===== config.mk =====
export PLATFORM = sky130hd
export DESIGN_NAME = conv_weight_streamer_flat
export DESIGN_NICKNAME = d
export VERILOG_FILES = /design/src/rtl/conv_weight_streamer_pkg.sv /design/src/rtl/conv_weight_streamer_if.sv /design/src/rtl/conv_weight_streamer_fifo2.sv /design/src/rtl/conv_weight_streamer.sv /design/src/flat_wrapper.sv
export SDC_FILE = /design/constraint.sdc
export NUM_CORES = 1
export LEC_CHECK = 0
export CORE_AREA = 8 8 150 82
export DETAILED_ROUTE_END_ITERATION = 8
export DIE_AREA = 0 0 158 90
export PLACE_DENSITY = 0.92
export SLEW_MARGIN = 20
export SYNTH_ARGS = -nofsm -noshare
export SYNTH_HDL_FRONTEND = slang
export SYNTH_SLANG_ARGS = --single-unit

===== constraint.sdc =====
create_clock -name clk -period 6.35 [get_ports clk]
set_clock_uncertainty 0.05 [all_clocks]
set_input_delay 0.635 -clock clk [delete_from_list [all_inputs] [get_ports clk]]
set_output_delay 0.635 -clock clk [all_outputs]
set_load 0.01 [all_outputs]

===== src/rtl/conv_weight_streamer_pkg.sv =====
// Shared definitions for the conv weight streamer: default conv geometry, word count helpers
// and the stream FSM state encoding.
package conv_weight_streamer_pkg;

    localparam int DEF_DATA_WIDTH      = 32;
    localparam int DEF_CHANNEL_NUM_IN  = 512;
    localparam int DEF_CHANNEL_NUM_OUT = 512;
    localparam int DEF_KERNEL          = 3;

    function automatic int total_words(input int channel_num_in, input int channel_num_out,
                                       input int kernel);
        return channel_num_out * channel_num_in * kernel * kernel;
    endfunction

    localparam int DEF_TOTAL_WORDS = total_words(DEF_CHANNEL_NUM_IN, DEF_CHANNEL_NUM_OUT, DEF_KERNEL);
    localparam int DEF_ADDR_WIDTH  = $clog2(DEF_TOTAL_WORDS);

    typedef enum logic [1:0] {
        IDLE   = 2'd0,
        STREAM = 2'd1,
        DRAIN  = 2'd2,
        DONE   = 2'd3
    } stream_state_t;

endpackage


===== src/rtl/conv_weight_streamer_if.sv =====
// Weight memory read port plus the valid/ready weight stream toward the conv top.
interface conv_weight_streamer_if
    import conv_weight_streamer_pkg::*;
#(
    parameter int DATA_WIDTH = DEF_DATA_WIDTH,
    parameter int ADDR_WIDTH = DEF_ADDR_WIDTH
) ();

    logic                  mem_rd_en;
    logic [ADDR_WIDTH-1:0] mem_addr;
    logic [DATA_WIDTH-1:0] mem_rd_data;
    logic                  weight_ready;
    logic                  valid_weight_out;
    logic [DATA_WIDTH-1:0] weight_out;

    modport master (
        output mem_rd_en, mem_addr, valid_weight_out, weight_out,
        input  mem_rd_data, weight_ready
    );

    modport slave (
        input  mem_rd_en, mem_addr, valid_weight_out, weight_out,
        output mem_rd_data, weight_ready
    );

endinterface


===== src/rtl/conv_weight_streamer_fifo2.sv =====
// weight_stream_fifo2: 2-deep first-word-fall-through buffer with a registered head and count.
module weight_stream_fifo2
    import conv_weight_streamer_pkg::*;
#(
    parameter int DATA_WIDTH = DEF_DATA_WIDTH
) (
    input  logic                  clk,
    input  logic                  reset,
    input  logic                  push,
    input  logic [DATA_WIDTH-1:0] push_data,
    input  logic                  pop,
    output logic                  valid,
    output logic [DATA_WIDTH-1:0] head,
    output logic [1:0]            count
);

    logic [DATA_WIDTH-1:0] tail;

    // The head register always holds the oldest word, so the consumer sees it without a read delay.
    always_ff @(posedge clk or negedge reset) begin
        if (!reset) begin
            head  <= '0;
            tail  <= '0;
            count <= 2'd0;
        end else begin
            case ({push, pop})
                2'b10: begin
                    if (count == 2'd0) head <= push_data;
                    else               tail <= push_data;
                    count <= count + 2'd1;
                end
                2'b01: begin
                    head  <= tail;
                    count <= count - 2'd1;
                end
                2'b11: begin
                    if (count == 2'd1) begin
                        head <= push_data;
                    end else begin
                        head <= tail;
                        tail <= push_data;
                    end
                end
                default: ;
            endcase
        end
    end

    assign valid = (count != 2'd0);

endmodule


===== src/rtl/conv_weight_streamer.sv =====
// Streams a full conv weight set from a synchronous weight memory as a valid/ready word stream.
// Optional macro WEIGHT_STREAM_CHECKSUM_EN adds an XOR checksum of all transferred words.
module conv_weight_streamer
    import conv_weight_streamer_pkg::*;
#(
    parameter int DATA_WIDTH      = DEF_DATA_WIDTH,
    parameter int CHANNEL_NUM_IN  = DEF_CHANNEL_NUM_IN,
    parameter int CHANNEL_NUM_OUT = DEF_CHANNEL_NUM_OUT,
    parameter int KERNEL          = DEF_KERNEL,
    parameter int ADDR_WIDTH      = $clog2(total_words(CHANNEL_NUM_IN, CHANNEL_NUM_OUT, KERNEL))
) (
    input  logic clk,
    input  logic reset,
    input  logic start,
    output logic busy,
    output logic done,
    conv_weight_streamer_if.master bus
`ifdef WEIGHT_STREAM_CHECKSUM_EN
    ,
    output logic [DATA_WIDTH-1:0] checksum
`endif
);

    localparam int TOTAL_WORDS = total_words(CHANNEL_NUM_IN, CHANNEL_NUM_OUT, KERNEL);
    localparam int CNT_WIDTH   = $clog2(TOTAL_WORDS + 1);
    localparam logic [ADDR_WIDTH-1:0] LAST_ADDR  = ADDR_WIDTH'(TOTAL_WORDS - 1);
    localparam logic [CNT_WIDTH-1:0]  LAST_COUNT = CNT_WIDTH'(TOTAL_WORDS - 1);

    stream_state_t         state;
    stream_state_t         state_next;
    logic [ADDR_WIDTH-1:0] addr;
    logic [CNT_WIDTH-1:0]  accepted;
    logic                  inflight;
    logic                  rd_en;
    logic                  pop;
    logic                  start_accept;
    logic                  last_xfer;
    logic [1:0]            fifo_count;
    logic                  fifo_valid;
    logic [DATA_WIDTH-1:0] fifo_head;
    logic [2:0]            occupancy;

    assign pop          = fifo_valid & bus.weight_ready;
    assign start_accept = (state == IDLE) & start;
    assign last_xfer    = pop & (accepted == LAST_COUNT);
    // Words already owed to the buffer after this cycle's pop; a read is safe only below 2.
    assign occupancy    = {1'b0, fifo_count} + {2'b00, inflight} - {2'b00, pop};

    always_ff @(posedge clk or negedge reset) begin
        if (!reset) state <= IDLE;
        else        state <= state_next;
    end

    always_comb begin
        state_next = state;
        rd_en      = 1'b0;
        case (state)
            IDLE: begin
                if (start) state_next = STREAM;
            end
            STREAM: begin
                rd_en = (occupancy < 3'd2);
                if (rd_en && (addr == LAST_ADDR)) state_next = DRAIN;
            end
            DRAIN: begin
                if (last_xfer) state_next = DONE;
            end
            DONE: begin
                state_next = IDLE;
            end
            default: state_next = IDLE;
        endcase
    end

    always_ff @(posedge clk or negedge reset) begin
        if (!reset) begin
            addr     <= '0;
            accepted <= '0;
            inflight <= 1'b0;
        end else begin
            inflight <= rd_en;
            if (start_accept) begin
                addr     <= '0;
                accepted <= '0;
            end else begin
                if (rd_en && (addr != LAST_ADDR)) addr <= addr + 1'b1;
                if (pop) accepted <= accepted + 1'b1;
            end
        end
    end

    weight_stream_fifo2 #(.DATA_WIDTH(DATA_WIDTH)) u_fifo (
        .clk       (clk),
        .reset     (reset),
        .push      (inflight),
        .push_data (bus.mem_rd_data),
        .pop       (pop),
        .valid     (fifo_valid),
        .head      (fifo_head),
        .count     (fifo_count)
    );

    assign busy                 = (state == STREAM) || (state == DRAIN);
    assign done                 = (state == DONE);
    assign bus.mem_rd_en        = rd_en;
    assign bus.mem_addr         = addr;
    assign bus.valid_weight_out = fifo_valid;
    assign bus.weight_out       = fifo_head;

`ifdef WEIGHT_STREAM_CHECKSUM_EN
    // No pops happen outside a stream, so the value naturally holds from done until the next start.
    always_ff @(posedge clk or negedge reset) begin
        if (!reset)            checksum <= '0;
        else if (start_accept) checksum <= '0;
        else if (pop)          checksum <= checksum ^ fifo_head;
    end
`endif

endmodule


===== src/flat_wrapper.sv =====
// flat-port wrapper written by rule: the top's interface ports become plain ports
module conv_weight_streamer_flat import conv_weight_streamer_pkg::*;
#(
    parameter int DATA_WIDTH      = DEF_DATA_WIDTH,
    parameter int CHANNEL_NUM_IN  = DEF_CHANNEL_NUM_IN,
    parameter int CHANNEL_NUM_OUT = DEF_CHANNEL_NUM_OUT,
    parameter int KERNEL          = DEF_KERNEL,
    parameter int ADDR_WIDTH      = $clog2(total_words(CHANNEL_NUM_IN, CHANNEL_NUM_OUT, KERNEL))
)
  (clk, reset, start, busy, done, bus_mem_rd_en, bus_mem_addr, bus_valid_weight_out, bus_weight_out, bus_mem_rd_data, bus_weight_ready);
  conv_weight_streamer_if #(.DATA_WIDTH(DATA_WIDTH), .ADDR_WIDTH(ADDR_WIDTH)) bus_i ();
  input  logic clk;
  input  logic reset;
  input  logic start;
  output logic busy;
  output logic done;
  output wire logic [$bits(bus_i.mem_rd_en)-1:0] bus_mem_rd_en;
  output wire logic [$bits(bus_i.mem_addr)-1:0] bus_mem_addr;
  output wire logic [$bits(bus_i.valid_weight_out)-1:0] bus_valid_weight_out;
  output wire logic [$bits(bus_i.weight_out)-1:0] bus_weight_out;
  input wire logic [$bits(bus_i.mem_rd_data)-1:0] bus_mem_rd_data;
  input wire logic [$bits(bus_i.weight_ready)-1:0] bus_weight_ready;
  assign bus_mem_rd_en = bus_i.mem_rd_en;
  assign bus_mem_addr = bus_i.mem_addr;
  assign bus_valid_weight_out = bus_i.valid_weight_out;
  assign bus_weight_out = bus_i.weight_out;
  assign bus_i.mem_rd_data = bus_mem_rd_data;
  assign bus_i.weight_ready = bus_weight_ready;
  conv_weight_streamer #(.DATA_WIDTH(DATA_WIDTH), .CHANNEL_NUM_IN(CHANNEL_NUM_IN), .CHANNEL_NUM_OUT(CHANNEL_NUM_OUT), .KERNEL(KERNEL), .ADDR_WIDTH(ADDR_WIDTH)) u_core (.clk(clk), .reset(reset), .start(start), .busy(busy), .done(done), .bus(bus_i));
endmodule

==> metrics.md <==
| Metric | Value |
|---|---|
| Core Area | `around 0.010 mm2` |
| Most frequent cells in the layout | `dfrtp_1 (113), clkdlybuf4s50_1 (92), nand2_1 (54)` |
| Critical Path Fanout Max | `18` |
| Boundary Pins | `94` |
| Status | `complete, no violations` |
| Commonest non-fill, non-tap cell in the layout | `dfrtp_1` |
| Final #Nets | `~630` |
| Finish-stage setup viols | `0` |
| GPL Wtd Cong | `0.837` |
| Reg2reg end | `u_core.bus.mem_addr[21]` |
| Worst min path class | `in2async` |
| Sink Count | `113` |
| Clock root buffer master | `clkbuf_16` |
| Post-Synthesis Cell Area | `0.00546 mm2` |
| Sequential share of the synthesized area | `51.8%` |
| Reg2reg setup slack | `2360 ps` |
| Antenna violations before repair | `0` |
| Tot Pwr | `3.13 mW` |
| Crit path time final | `roughly 5000 ps` |
| DP HPWL | `9.11 mm` |
| Die area | `0.0142 mm2` |
| Clock insertion delay at the later pin of the skew report | `approximately 400 ps` |
| Die Y | `90 um` |
| Global-route wire length before repair | `22.3 mm` |
| N_diodes | `0` |
| Area of the multi-input gates | `approximately 0.0025 mm2` |
| CTS tree | `built` |
| Syn Nets | `between 500 and 600` |
| Final WL | `13.2 mm` |
| Setup bufs post-CTS | `0` |
| CTS Buf Count | `17` |
| Area Growth Syn to Fin | `29.8%` |
| Slew @ Worst Pin | `between 1000 and 1500 ps` |
| Share of cells above drive strength 1 | `15.5%` |
| Register area | `0.00283 mm2` |
| Via density | `5.47` |
| Antenna viol nets, final | `0` |
| Drc violations | `0` |
| Die Width | `158 um` |
| Cell Pwr Density | `442 mW/mm2` |
| RSZ-0062 raised after global routing | `no` |
| Worst R2R Start | `u_core.u_fifo.count[1]` |
| Max_cap viols | `0` |
| DR vias | `roughly 4000` |
| Port-buffer cells | `93` |
| Largest net degree at the start of global routing | `65` |
| Number of cells produced by synthesis | `488` |
| Slew margin rel. | `a little under a third` |
| Final cycle utilization of the critical path | `80.1%` |
| YS warnings | `0` |
| Placed insts | `706` |
| Lkg Pwr | `~3.1 nW` |
| Core Rows | `27` |
| CTS H-tree depth | `4` |
| Clk slew on worst S/H paths | `60 ps` |
| Hold WS | `roughly 270 ps` |
| Worst Setup Path Type | `reg2out` |
| Unique masters post-synth | `42` |
| GR Util All Layers | `19.4%` |
| Crit path required time | `around 5700 ps` |
| CTS Buffer Depth | `2` |
| Post-cts hold buffer count | `0` |
| Vias in the first global route | `4311` |
| Drt first pass iters | `5` |
| Final hold vios | `0` |
| 1st-iter DRT viols | `approximately 220` |
| FF+latch count, synth | `113` |
| WL per Instance | `17.8 um` |
| Critical path arrival | `4400 ps` |
| Top achievable clock speed | `roughly 0.20 GHz` |
| GRT Residual Overflow | `0` |
| Max IR drop VDD | `0.216 mV` |
| Fillers | `742` |
| Critical path endpoint category | `primary output` |
| Worst setup SP type | `flop` |
| R2r worst-path depth | `12` |
| Finished Layout Cells | `738` |
| Avg Inst Size Synth | `approximately 11 um2` |
| Initial Util | `52.5%` |
| Setup TNS Final | `0 ps` |
| Cts repair resizes | `0` |
| Slew Limit Fails | `0` |
-- per-stage QoR --
stage          area [um2]  util (%)  setup WS [ps]
3_3_place_gp         6480      62.3           1560
4_1_cts              7090      68.1           1270
6_report             7090      68.1           1270
5_1_grt              7090      68.1           1000
2_1_floorplan        5460         -           3150
3_5_place_dp         6480      62.3           1370
-- routing by layer --
metal / GRT usage, % / part of all wire [%]
met1: 25.4 / 46
met2: 30.0 / 47
met3: 5.83 / 5.5
met4: 6.71 / 1.6
met5: 0 / 0
-- cell usage after synthesis --
cell	count	area share, %
nand3_4	1	0.32
nor3_1	3	0.27
a21oi_4	1	0.30
o32a_1	1	0.18
o2111ai_1	1	0.16
and2_1	2	0.23
nor4b_1	3	0.48
and3_1	6	0.69
nand4b_1	1	0.16
inv_1	10	0.69
mux2i_1	33	6.0
nor3_4	1	0.30
inv_2	1	0.069
nor2_1	47	3.2
xnor2_1	23	3.7
nand3_1	18	1.6
buf_6	5	1.0
nand2b_1	2	0.23
o211ai_1	2	0.27
buf_2	8	0.73
a2111oi_2	4	1.1
nor4_4	1	0.39
a31o_2	1	0.16
nor4_1	3	0.34
a2111oi_4	1	0.50
nand2_1	55	3.8
nand4_1	10	1.1
nor2b_1	1	0.11
xor2_1	19	3.0
a211oi_2	3	0.69
ha_1	10	2.3
fa_1	1	0.37
or3_4	1	0.21
a32oi_1	1	0.16
o21ai_0	34	3.1
or3_1	2	0.23
a21oi_1	6	0.55
mux2_2	33	6.8
and4_1	5	0.80
clkbuf_1	11	0.76
nor4_2	4	0.92
dfrtp_1	113	52
-- layout make-up --
type | instances | share of cell area (%)
Tap cell | 145 | 2.56
Clock inverter | 15 | 2.58
Timing Repair Buffer | 97 | 13.5
Inverter | 11 | 0.583
Clock buffer | 17 | 6.00
Sequential cell | 113 | 39.9
Multi-Input combinational cell | 340 | 34.9
-- report_power, final --
part / switching, mW / internal [mW]
Sequential: 0.147 / 0.952
Clock: 0.352 / 0.621
Combinational: 0.526 / 0.535
-- critical path, cell delays in order, from the launching register on --
cell and delay [ps]:
dfrtp_1 430, inv_1 90, ha_1 300, nor2b_1 600
inv_2 190, ha_1 380, nand2b_1 170, fa_1 380
xnor2_1 300, nand3_4 320, inv_1 250, clkdlybuf4s50_1 570
-- flip-flops by register name (all words and copies together), names as in the netlist --
register / cells
u_core.accepted: 22
u_core.bus.mem_addr: 22
u_core.inflight: 1
u_core.state: 2
u_core.u_fifo.count: 2
u_core.u_fifo.head: 32
u_core.u_fifo.tail: 32
-- worst max-delay path by stage --
stage | startpoint | to | slack [ps] | depth (start not counted)
2_1_floorplan | u_core.u_fifo.count[1] | u_core.bus.mem_addr[18] | 3150 | 14
3_3_place_gp | bus_weight_ready | bus_mem_rd_en | 1560 | 10
3_5_place_dp | bus_weight_ready | bus_mem_rd_en | 1370 | 10
4_1_cts | u_core.u_fifo.count[1] | bus_mem_rd_en | 1270 | 11
5_1_grt | u_core.u_fifo.count[1] | bus_mem_rd_en | 1000 | 11
6_report | u_core.u_fifo.count[1] | bus_mem_rd_en | 1270 | 11
-- logic make-up (layout without fill, tap and decap cells) --
family                   count (synthesis)  count (layout)  synth area share, %
AND/OR/NAND/NOR                        166             166                 15.5
flip-flops                             113             113                 51.8
multiplexers                            66              66                 12.9
AO/OA/AOI/OAI                           55              55                 7.20
XOR/XNOR                                42              42                 6.74
buffers and inverters                   35             140                 3.28
adder cells (fa/ha/maj)                 11              11                 2.66
No activity file was read; power rests on OpenSTA's default activity.
